**src/rtl/i2f_iter_pkg.sv**
```systemverilog
// Shared custom-float format definitions.
// Float word layout: {s, e[EXP-1:0], m[MAN-1:0]}, value = (-1)^s * m * 2^e,
// with e in two's complement and m an unsigned magnitude.
// The float-to-integer unit and the float ALU use these same constants.
package i2f_iter_pkg;

  localparam int MAN = 23;            // mantissa (magnitude) bits
  localparam int EXP = 8;             // exponent bits, two's complement
  localparam int W   = MAN + EXP + 1; // full word width

  // Field slices of the float word
  localparam int SIGN_IDX = W - 1;
  localparam int EXP_HI   = W - 2;
  localparam int EXP_LO   = MAN;
  localparam int MAN_HI   = MAN - 1;
  localparam int MAN_LO   = 0;

  // Magnitude of a signed word, returned unsigned at full width so that the
  // most negative input (-2^(W-1)) is representable.
  function automatic logic [W-1:0] abs_word(input logic [W-1:0] x);
    return x[SIGN_IDX] ? (~x + W'(1)) : x;
  endfunction

  // Assemble a float word from its fields.
  function automatic logic [W-1:0] pack_float(input logic s,
                                              input logic [EXP-1:0] e,
                                              input logic [MAN-1:0] m);
    logic [W-1:0] f;
    f                  = '0;
    f[SIGN_IDX]        = s;
    f[EXP_HI:EXP_LO]   = e;
    f[MAN_HI:MAN_LO]   = m;
    return f;
  endfunction

endpackage

```
**src/rtl/i2f_iter_if.sv**
```systemverilog
// Handshake bundle of the iterative integer-to-float converter.
//   in_valid/in_ready/in    : signed integer operand, valid/ready
//   out_valid/out_ready/out : float word result, valid/ready
// master = producer of operands / consumer of results, slave = converter.
interface i2f_iter_if;
  import i2f_iter_pkg::*;

  logic         in_valid;
  logic         in_ready;
  logic [W-1:0] in;
  logic         out_valid;
  logic         out_ready;
  logic [W-1:0] out;

  modport master (
    output in_valid, in, out_ready,
    input  in_ready, out_valid, out
  );

  modport slave (
    input  in_valid, in, out_ready,
    output in_ready, out_valid, out
  );

endinterface

```
**src/rtl/i2f_iter.sv**
```systemverilog
// Iterative integer-to-float converter.
// Accepts a signed W-bit integer and normalises its magnitude with one shift
// per cycle until mag[MAN-1] is the leading one, tracking the exponent.
// Oversized magnitudes are shifted right with truncation toward zero.
// Ports:
//   clk : rising-edge clock
//   rst : asynchronous active-high reset
//   bus : i2f_iter_if slave (operand in, float word out, valid/ready each)
module i2f_iter
  import i2f_iter_pkg::*;
(
  input  logic       clk,
  input  logic       rst,
  i2f_iter_if.slave  bus
);

  typedef enum logic [1:0] {
    IDLE = 2'd0,
    NORM = 2'd1,
    DONE = 2'd2
  } state_t;

  state_t         state, state_nxt;
  logic           sign_q;
  logic [W-1:0]   mag_q;
  logic [EXP-1:0] exp_q;
  logic [W-1:0]   out_q;

  logic mag_zero;  // nothing to normalise: result is +0
  logic mag_big;   // magnitude does not fit in MAN bits: shift right
  logic mag_low;   // leading one below mag[MAN-1]: shift left
  logic norm_ok;   // mantissa is normalised and can be emitted

  always_comb begin
    mag_zero = (mag_q == '0);
    mag_big  = |mag_q[W-1:MAN];
    mag_low  = ~mag_q[MAN-1];
    norm_ok  = ~mag_zero & ~mag_big & ~mag_low;
  end

  // State register
  always_ff @(posedge clk or posedge rst) begin
    if (rst) state <= IDLE;
    else     state <= state_nxt;
  end

  // Next-state logic
  // NOTE: every variable written here gets a default first, so no path can
  // leave it unassigned and infer a latch.
  always_comb begin
    state_nxt = state;
    unique case (state)
      IDLE:    if (bus.in_valid)           state_nxt = NORM;
      NORM:    if (mag_zero || norm_ok)    state_nxt = DONE;
      DONE:    if (bus.out_ready)          state_nxt = IDLE;
      default:                             state_nxt = IDLE;
    endcase
  end

  // Datapath: one shift register, an exponent up/down counter and the
  // result register. out_q holds its value through IDLE until overwritten.
  // NOTE: all state here is cleared by the asynchronous reset so an aborted
  // conversion leaves no partial result behind.
  always_ff @(posedge clk or posedge rst) begin
    if (rst) begin
      sign_q <= 1'b0;
      mag_q  <= '0;
      exp_q  <= '0;
      out_q  <= '0;
    end else begin
      // NOTE: non-blocking assignments so every register samples the
      // pre-edge values, regardless of statement order.
      unique case (state)
        IDLE: begin
          if (bus.in_valid) begin
            sign_q <= bus.in[SIGN_IDX];
            mag_q  <= abs_word(bus.in);
            exp_q  <= '0;
          end
        end
        NORM: begin
          if (mag_zero) begin
            out_q <= '0;                        // zero is always +0
          end else if (mag_big) begin
            mag_q <= mag_q >> 1;                // LSB dropped, no rounding
            exp_q <= exp_q + EXP'(1);
          end else if (mag_low) begin
            mag_q <= mag_q << 1;
            exp_q <= exp_q - EXP'(1);
          end else begin
            out_q <= pack_float(sign_q, exp_q, mag_q[MAN-1:0]);
          end
        end
        default: ;                              // DONE: hold everything
      endcase
    end
  end

  assign bus.in_ready  = (state == IDLE);
  assign bus.out_valid = (state == DONE);
  assign bus.out       = out_q;

endmodule
```
**src/flat_wrapper.sv**
```systemverilog
// flat-port wrapper written by rule: the top's interface ports become plain ports
module i2f_iter_flat import i2f_iter_pkg::*;
  (clk, rst, bus_in_valid, bus_in, bus_out_ready, bus_in_ready, bus_out_valid, bus_out);
  i2f_iter_if bus_i ();
  input  logic clk;
  input  logic rst;
  input wire logic [$bits(bus_i.in_valid)-1:0] bus_in_valid;
  input wire logic [$bits(bus_i.in)-1:0] bus_in;
  input wire logic [$bits(bus_i.out_ready)-1:0] bus_out_ready;
  output wire logic [$bits(bus_i.in_ready)-1:0] bus_in_ready;
  output wire logic [$bits(bus_i.out_valid)-1:0] bus_out_valid;
  output wire logic [$bits(bus_i.out)-1:0] bus_out;
  assign bus_i.in_valid = bus_in_valid;
  assign bus_i.in = bus_in;
  assign bus_i.out_ready = bus_out_ready;
  assign bus_in_ready = bus_i.in_ready;
  assign bus_out_valid = bus_i.out_valid;
  assign bus_out = bus_i.out;
  i2f_iter u_core (.clk(clk), .rst(rst), .bus(bus_i));
endmodule
```
**config.mk**
```make
export PLATFORM = sky130hd
export DESIGN_NAME = i2f_iter_flat
export DESIGN_NICKNAME = d
export VERILOG_FILES = /design/src/rtl/i2f_iter_pkg.sv /design/src/rtl/i2f_iter_if.sv /design/src/rtl/i2f_iter.sv /design/src/flat_wrapper.sv
export SDC_FILE = /design/constraint.sdc
export NUM_CORES = 1
export LEC_CHECK = 0
export ABC_AREA = 1
export BUFFER_PORTS_ARGS = -buffer_cell sky130_fd_sc_hd__buf_2
export CORE_MARGIN = 3
export CORE_UTILIZATION = 50
export DETAILED_ROUTE_END_ITERATION = 7
export PLACE_DENSITY = 0.75
export REMOVE_ABC_BUFFERS = 1
export SYNTH_ARGS = -nofsm -noshare
export SYNTH_HDL_FRONTEND = slang
export SYNTH_SLANG_ARGS = --single-unit
```
**constraint.sdc**
```tcl
create_clock -name clk -period 4.5 [get_ports clk]
set_clock_uncertainty 0.05 [all_clocks]
set_input_delay 0 -clock clk [delete_from_list [all_inputs] [get_ports clk]]
set_output_delay 0 -clock clk [all_outputs]
set_load 0.005 [all_outputs]
```
==> metrics, run 1 <==
RSZ-0062 raised after global routing false; Tmin final 2.48 ns; worst setup path category flop to flop; global-route wire length before repair 22600 microns; largest family of logic cells by synthesized area simple AND/OR/NAND/NOR gates; cell area after layout 5650 sq um; Setup Fix Bufs, Post-CTS 0; CP startpoint kind flop; net switching power figure 1610 uW; Post-Syn Area 5020 sq um; TritonCTS clock tree built; Max Freq 403 MHz; pwr dens 623 nW/um^2; Filler Cells Inserted 951; Syn Inst Count 731; Avg Cell Area, Syn 6.86 sq um; pin count of the biggest net entering global routing 52; Area after DPL 5400 sq um; Internal Power 1910 uW; DRC errors left 0; number of cells on the critical path 10; complex-gate fraction of the synthesized area 13.3%; die area 11300 sq um; min-delay worst type primary input to flop; Seq cells post-synth 75; Hold Crit Endpoint u_core.mag_q[19]$_DFFE_PP0P_; nets 838; Initial Utilization 52.8%; Worst Path Max Fanout 19; RR Startpoint u_core.mag_q[27]$_DFFE_PP0P_; most frequent cells in the layout 237 x nand2_1, 96 x nor2_1, 75 x dfrtp_1, 69 x buf_2, 68 x nand3_1; CP endpoint kind flop; Wirelength per Cell 14.3 microns; RR Endpoint u_core.exp_q[5]$_DFFE_PP0P_; reg2reg setup slack 2.02 ns; Routed WL 13300 microns; most common cell after layout, fill and taps aside nand2_1; max_cap viols 0; Cell variety after synth 41; post-synthesis sequential area ratio 37.4%; antenna violations before repair 0; setup TNS 0 ns; CTS root buffer clkbuf_8; Hold Vio Cnt, Final 0; Final Setup Violations 0; Vias/cell 5.30; Hold WS 0.0127 ns; Slew HR 43.2%; GP Congestion 0.918; area of the core 9500 sq um; H-tree levels 3; Final Max Tran Viols 0; CTS Hold Bufs 4; Post-DRT Antenna Nets 0; Critical Path RT 4.66 ns; GRT Resource Usage Total 24.9%; Gates resized, CTS repair 0; hold_sp bus_in[19]; synth warn 0; simple-gate share of the synthesized area 37.5%; Worst-Skew Late Latency 0.35 ns; outcome completed; clock slew at the register clock pins of the worst setup and hold paths 0.08 ns; drt first pass iters 5; num ports 70; combinational share of power 50.4%; routed vias 4923; Syn-to-layout area delta 12.7%; slowest CP cell dfrtp_1; CTS Buf Count 9; layout cells sized above 1 17.9%; grt ovf 0; worst path cell trace or2_4, nor2_4, nand2_4, inv_2, ha_1, a21oi_1, nand2_1, a21oi_1, xor2_1, o22ai_2; xor/xnor share of the synthesized area 1.05%; clk sinks 75; maximum clock path buffer count 2; Rows 35; VDD IR max 216 uV; Ant. Diodes 0; Hold Path Stages 5; placed wire-length estimate 10000 microns; PortBufs 69; DRT iter0 DRCs 359; Die Height 106 microns; worst reg2reg path depth 10; Adder-Cell Fraction of Synth Area 2.14%; post-synthesis mux area share 0%; cell mode on critical path a21oi_1; leakage power 0.00297 uW; critical path buffer and inverter count 1; crit-path max cell delay 0.41 ns; vias in the first global route 4588; Die X 106 microns; Switching Fraction 45.7%; top cell family by delay on the critical path simple AND/OR/NAND/NOR gates; Tcrit/Tclk final 55.1%; slew at the pin with the worst max-slew slack 0.851 ns; Flop pwr share 34.2%; Clock power frac 15.4%; CP arrival 2.64 ns
-- kinds of logic after synthesis --
kind of cell / after synthesis
DFF: 75
AOI/OAI and AO/OA: 110
adders and majority gates: 8
and+or+nand+nor: 434
buffers and inverters: 98
xor gates and xnor gates: 6
-- sequential cells by signal, summed over array words and instances, names as in the netlist --
signal,count
u_core.sign_q,1
u_core.bus.out,32
u_core.state,2
u_core.mag_q,32
u_core.exp_q,8
-- how the worst max path moves through the flow --
| stage | slack, ns | start | end |
|---|---|---|---|
| 2_1_floorplan | 2.07 | u_core.state[1]$_DFFE_PP0P_ | u_core.bus.out[23]$_DFFE_PP0P_ |
| 3_3_place_gp | 2.08 | u_core.mag_q[27]$_DFFE_PP0P_ | u_core.exp_q[5]$_DFFE_PP0P_ |
| 3_5_place_dp | 2.02 | u_core.mag_q[27]$_DFFE_PP0P_ | u_core.exp_q[5]$_DFFE_PP0P_ |
| 4_1_cts | 2.01 | u_core.mag_q[27]$_DFFE_PP0P_ | u_core.exp_q[5]$_DFFE_PP0P_ |
| 5_1_grt | 1.80 | u_core.state[0]$_DFFE_PP0P_ | u_core.bus.out[23]$_DFFE_PP0P_ |
| 6_report | 2.02 | u_core.mag_q[27]$_DFFE_PP0P_ | u_core.exp_q[5]$_DFFE_PP0P_ |
-- synth_stat cells (all sizes together) --
master | count | share of area [%]
o31ai | 1 | 0.15
a21o | 3 | 0.45
fa | 1 | 0.40
or2 | 3 | 0.42
nand3b | 4 | 0.67
o22ai | 3 | 0.62
nor2 | 105 | 9.1
dfrtp | 75 | 37
nand2 | 246 | 19
buf | 19 | 2.7
nand4 | 2 | 0.25
a31o | 1 | 0.17
o21ai | 72 | 8.4
ha | 7 | 1.7
o21bai | 1 | 0.15
xnor2 | 2 | 0.35
clkbuf | 6 | 0.45
nor3 | 1 | 0.10
xor2 | 4 | 0.70
o211ai | 7 | 1.1
a21oi | 22 | 2.3
nand3 | 73 | 7.8
inv | 73 | 5.5
-- layer usage --
| layer | GRT usage, % | up-vias | part of all wire [%] |
|---|---|---|---|
| li1 | - | 2465 | - |
| met1 | 34.7 | 2272 | 44 |
| met2 | 39.7 | 158 | 48 |
| met3 | 3.28 | 28 | 5.7 |
| met4 | 8.88 | 0 | 2.7 |
| met5 | 0 | - | 0 |
-- metrics by stage --
step / instances / setup WS (ns) / total power, uW / util (%)
after floorplan: 706 / 2.07 / 2460 / -
after global placement: 908 / 2.08 / 2940 / 56.9
after detailed placement: 908 / 2.02 / 2980 / 56.9
after CTS: 928 / 2.01 / 3540 / 59.5
after global routing: 928 / 1.80 / 3880 / 59.5
final: 928 / 2.02 / 3520 / 59.5
-- power by group through the flow --
stage                     clock, uW  sequential [uW]  combinational, uW
after global placement            0             1200               1740
final                           543             1210               1780
after floorplan                   0             1180               1280
after detailed placement          0             1210               1770
after CTS                       553             1200               1790
after global routing            590             1250               2040
-- area by class of cell --
class / instances / area, sq um / area share [%]
clock buffer: 10 / 138 / 2.43
clock inverter: 6 / 71.3 / 1.26
inverter: 73 / 274 / 4.85
multi-input combinational: 558 / 2720 / 48.1
sequential: 75 / 1880 / 33.2
tap: 129 / 161 / 2.86
timing repair buffer: 77 / 415 / 7.35
-- tightest hold or removal path: stages --
cell and delay (ns):
buf_2 0.11, nand3_1 0.07, nand3_1 0.08, nand3_1 0.06, nand2_1 0.06
No activity file was read; power rests on OpenSTA's default activity.
==> run 2, diff against run 1 <==
Clock period 4.5 ns to 2.5 ns, I/O delays scaled along.
==> run 2 against run 1 <==
Compared with the run above:
- flip-flop and latch count is the same
- wire length grew 2.4%
- largest power group unchanged
- highest routed layer unchanged
- critical path depth is the same
- sequential power grew 77%
- largest cell class unchanged
- total power grew 83%
- via count grew 1.6%
- fmax grew 8.0%
- clock power grew 88%
- final area grew 0.80%
- critical path type unchanged
- worst setup slack lost 1.8 ns
- cell count grew 0.54%
==> metrics, run 2 (synthesized netlist as in run 1, its figures left out) <==
outcome completed; CP arrival 2.45 ns (-0.19 ns); PortBufs 69 (unchanged); area occupied by multi-input gates 2720 sq um (unchanged); TritonCTS clock tree built; Filler Cells Inserted 925 (-2.7%); Tmin final 2.30 ns (-0.184 ns); Post-DRT Antenna Nets 0 (unchanged); Final Setup Violations 0 (unchanged); Tcrit/Tclk final 91.8% (+37 points); CTS Hold Bufs 5 (+1); Worst Path Max Fanout 6 (-13); Max Freq 436 MHz (+8.0%); DRC errors left 0 (unchanged); GRT Resource Usage Total 24.9% (+0.055 points); crit-path max cell delay 0.41 ns (about the same); Final Max Tran Viols 0 (unchanged); layout cells sized above 1 18.2% (+0.26 points); CP endpoint kind flop; Critical Path RT 2.66 ns (-2.00 ns); placed wire-length estimate 10000 microns (+0.18%); die area 11300 sq um (unchanged); Wirelength per Cell 14.6 microns (+1.8%); drt first pass iters 6 (+1); routed vias 5004 (+1.6%); pwr dens 1130 nW/um^2 (+81%); slowest CP cell dfrtp_1; critical path buffer and inverter count 1 (unchanged); Worst-Skew Late Latency 0.36 ns (about the same); most common cell after layout, fill and taps aside nand2_1; clock slew at the register clock pins of the worst setup and hold paths 0.07 ns (about the same); Initial Utilization 52.8% (unchanged); H-tree levels 3 (unchanged); VDD IR max 559 uV (+160%); maximum clock path buffer count 2 (unchanged); setup TNS 0 ns (unchanged); DRT iter0 DRCs 334 (-7.0%); worst setup path category flop to flop; most frequent cells in the layout 237 x nand2_1, 96 x nor2_1, 75 x dfrtp_1, 69 x buf_2, 68 x nand3_1; Hold Vio Cnt, Final 0 (unchanged); grt ovf 0 (unchanged); CP startpoint kind flop; vias in the first global route 4774 (+4.1%); nets 844 (+0.72%); Finished Core Util 60.0% (+0.47 points); Setup Fix Bufs, Post-CTS 0 (unchanged); leakage power 0.00301 uW (+1.2%); global-route wire length before repair 22700 microns (+0.67%); Syn-to-layout area delta 13.6%; min-delay worst type primary input to flop; Slew HR 53.0% (+9.8 points); Routed WL 13600 microns (+2.4%); pin count of the biggest net entering global routing 52 (unchanged); max_cap viols 0 (unchanged); num ports 70 (unchanged); Ant. Diodes 0 (unchanged); Die X 106 microns (unchanged); CTS Buf Count 9 (unchanged); GP Congestion 0.922 (+0.40%); Setup WS post-layout 0.204 ns (-1.82 ns); RSZ-0062 raised after global routing false; Vias/cell 5.36 (+1.1%); clk sinks 75 (unchanged); Hold WS 0.0216 ns (+0.00893 ns); Die Height 106 microns (unchanged); slew at the pin with the worst max-slew slack 0.704 ns (-0.147 ns); cell mode on critical path a21oi_1; Sequential Area 1880 sq um (unchanged); pre-CTS WS 0.249 ns (-1.77 ns); top cell family by delay on the critical path simple AND/OR/NAND/NOR gates; antenna violations before repair 0 (unchanged); worst path cell trace or2_4, nor2_4, nand2_4, inv_2, ha_1, a21oi_1, nand2_1, a21oi_1, xor2_1, o22ai_2; area of the core 9500 sq um (unchanged); Rows 35 (unchanged); CTS root buffer clkbuf_8; Gates resized, CTS repair 0 (unchanged)
-- run 2: changes by cell type in the layout (fill, tap and decap cells not counted) --
cell	previous run	this run
inv_6	2	0
clkinv_2	0	2
buf_4	4	9
dlygate4sd3_1	4	5
clkinvlp_4	2	0
clkbuf_8	10	9
clkbuf_1	0	1
bufinv_16	1	2
-- run 2: path summary, 6_finish.rpt --
path	startpoint	to	slack, ns	cells after the start
worst min-delay path	bus_in[19]	u_core.mag_q[19]$_DFFE_PP0P_	0.02	6
worst min register to register	u_core.bus.out[12]$_DFFE_PP0P_	u_core.bus.out[12]$_DFFE_PP0P_	0.42	2
worst max register to register	u_core.mag_q[27]$_DFFE_PP0P_	u_core.exp_q[5]$_DFFE_PP0P_	0.20	10
min in group asynchronous	rst	u_core.bus.out[1]$_DFFE_PP0P_	0.23	3
max in group asynchronous	rst	u_core.bus.out[14]$_DFFE_PP0P_	1.38	4
worst max-delay path	u_core.mag_q[27]$_DFFE_PP0P_	u_core.exp_q[5]$_DFFE_PP0P_	0.20	10
-- run 2: where the power goes --
| part | total [uW] | switching [uW] | internal [uW] | leakage [uW] |
|---|---|---|---|---|
| registers | 2140 | 374 | 1760 | 0.000966 |
| clock network | 1020 | 462 | 555 | 0.000106 |
| logic | 3290 | 2090 | 1200 | 0.00194 |
-- run 2: layout make-up --
cell class	instances	area share, %
inverter	73	4.81
tap	129	2.83
clock buffer	10	2.24
clock inverter	5	1.38
multi-input combinational	558	47.7
timing repair buffer	83	8.12
sequential	75	32.9
-- run 2: per-stage QoR --
step / cell area [sq um] / total power [uW] / cells
final: 5700 / 6450 / 933
after global routing: 5700 / 6990 / 933
after CTS: 5700 / 6440 / 933
after detailed placement: 5440 / 5410 / 913
after global placement: 5440 / 5290 / 913
after floorplan: 4860 / 4420 / 706
-- run 2: worst min-delay path, stage by stage --
cell,delay [ns]
buf_2,0.12
inv_1,0.04
nand2_1,0.05
nand3_1,0.06
nand3_1,0.07
nand2_1,0.04
-- run 2: per-layer routing --
| layer | up-vias | part of all wire [%] | track usage (%) |
|---|---|---|---|
| met3 | 28 | 5.7 | 4.80 |
| met5 | - | 0 | 0 |
| met2 | 168 | 49 | 42.6 |
| li1 | 2477 | - | - |
| met4 | 0 | 1.9 | 7.68 |
| met1 | 2331 | 44 | 31.9 |
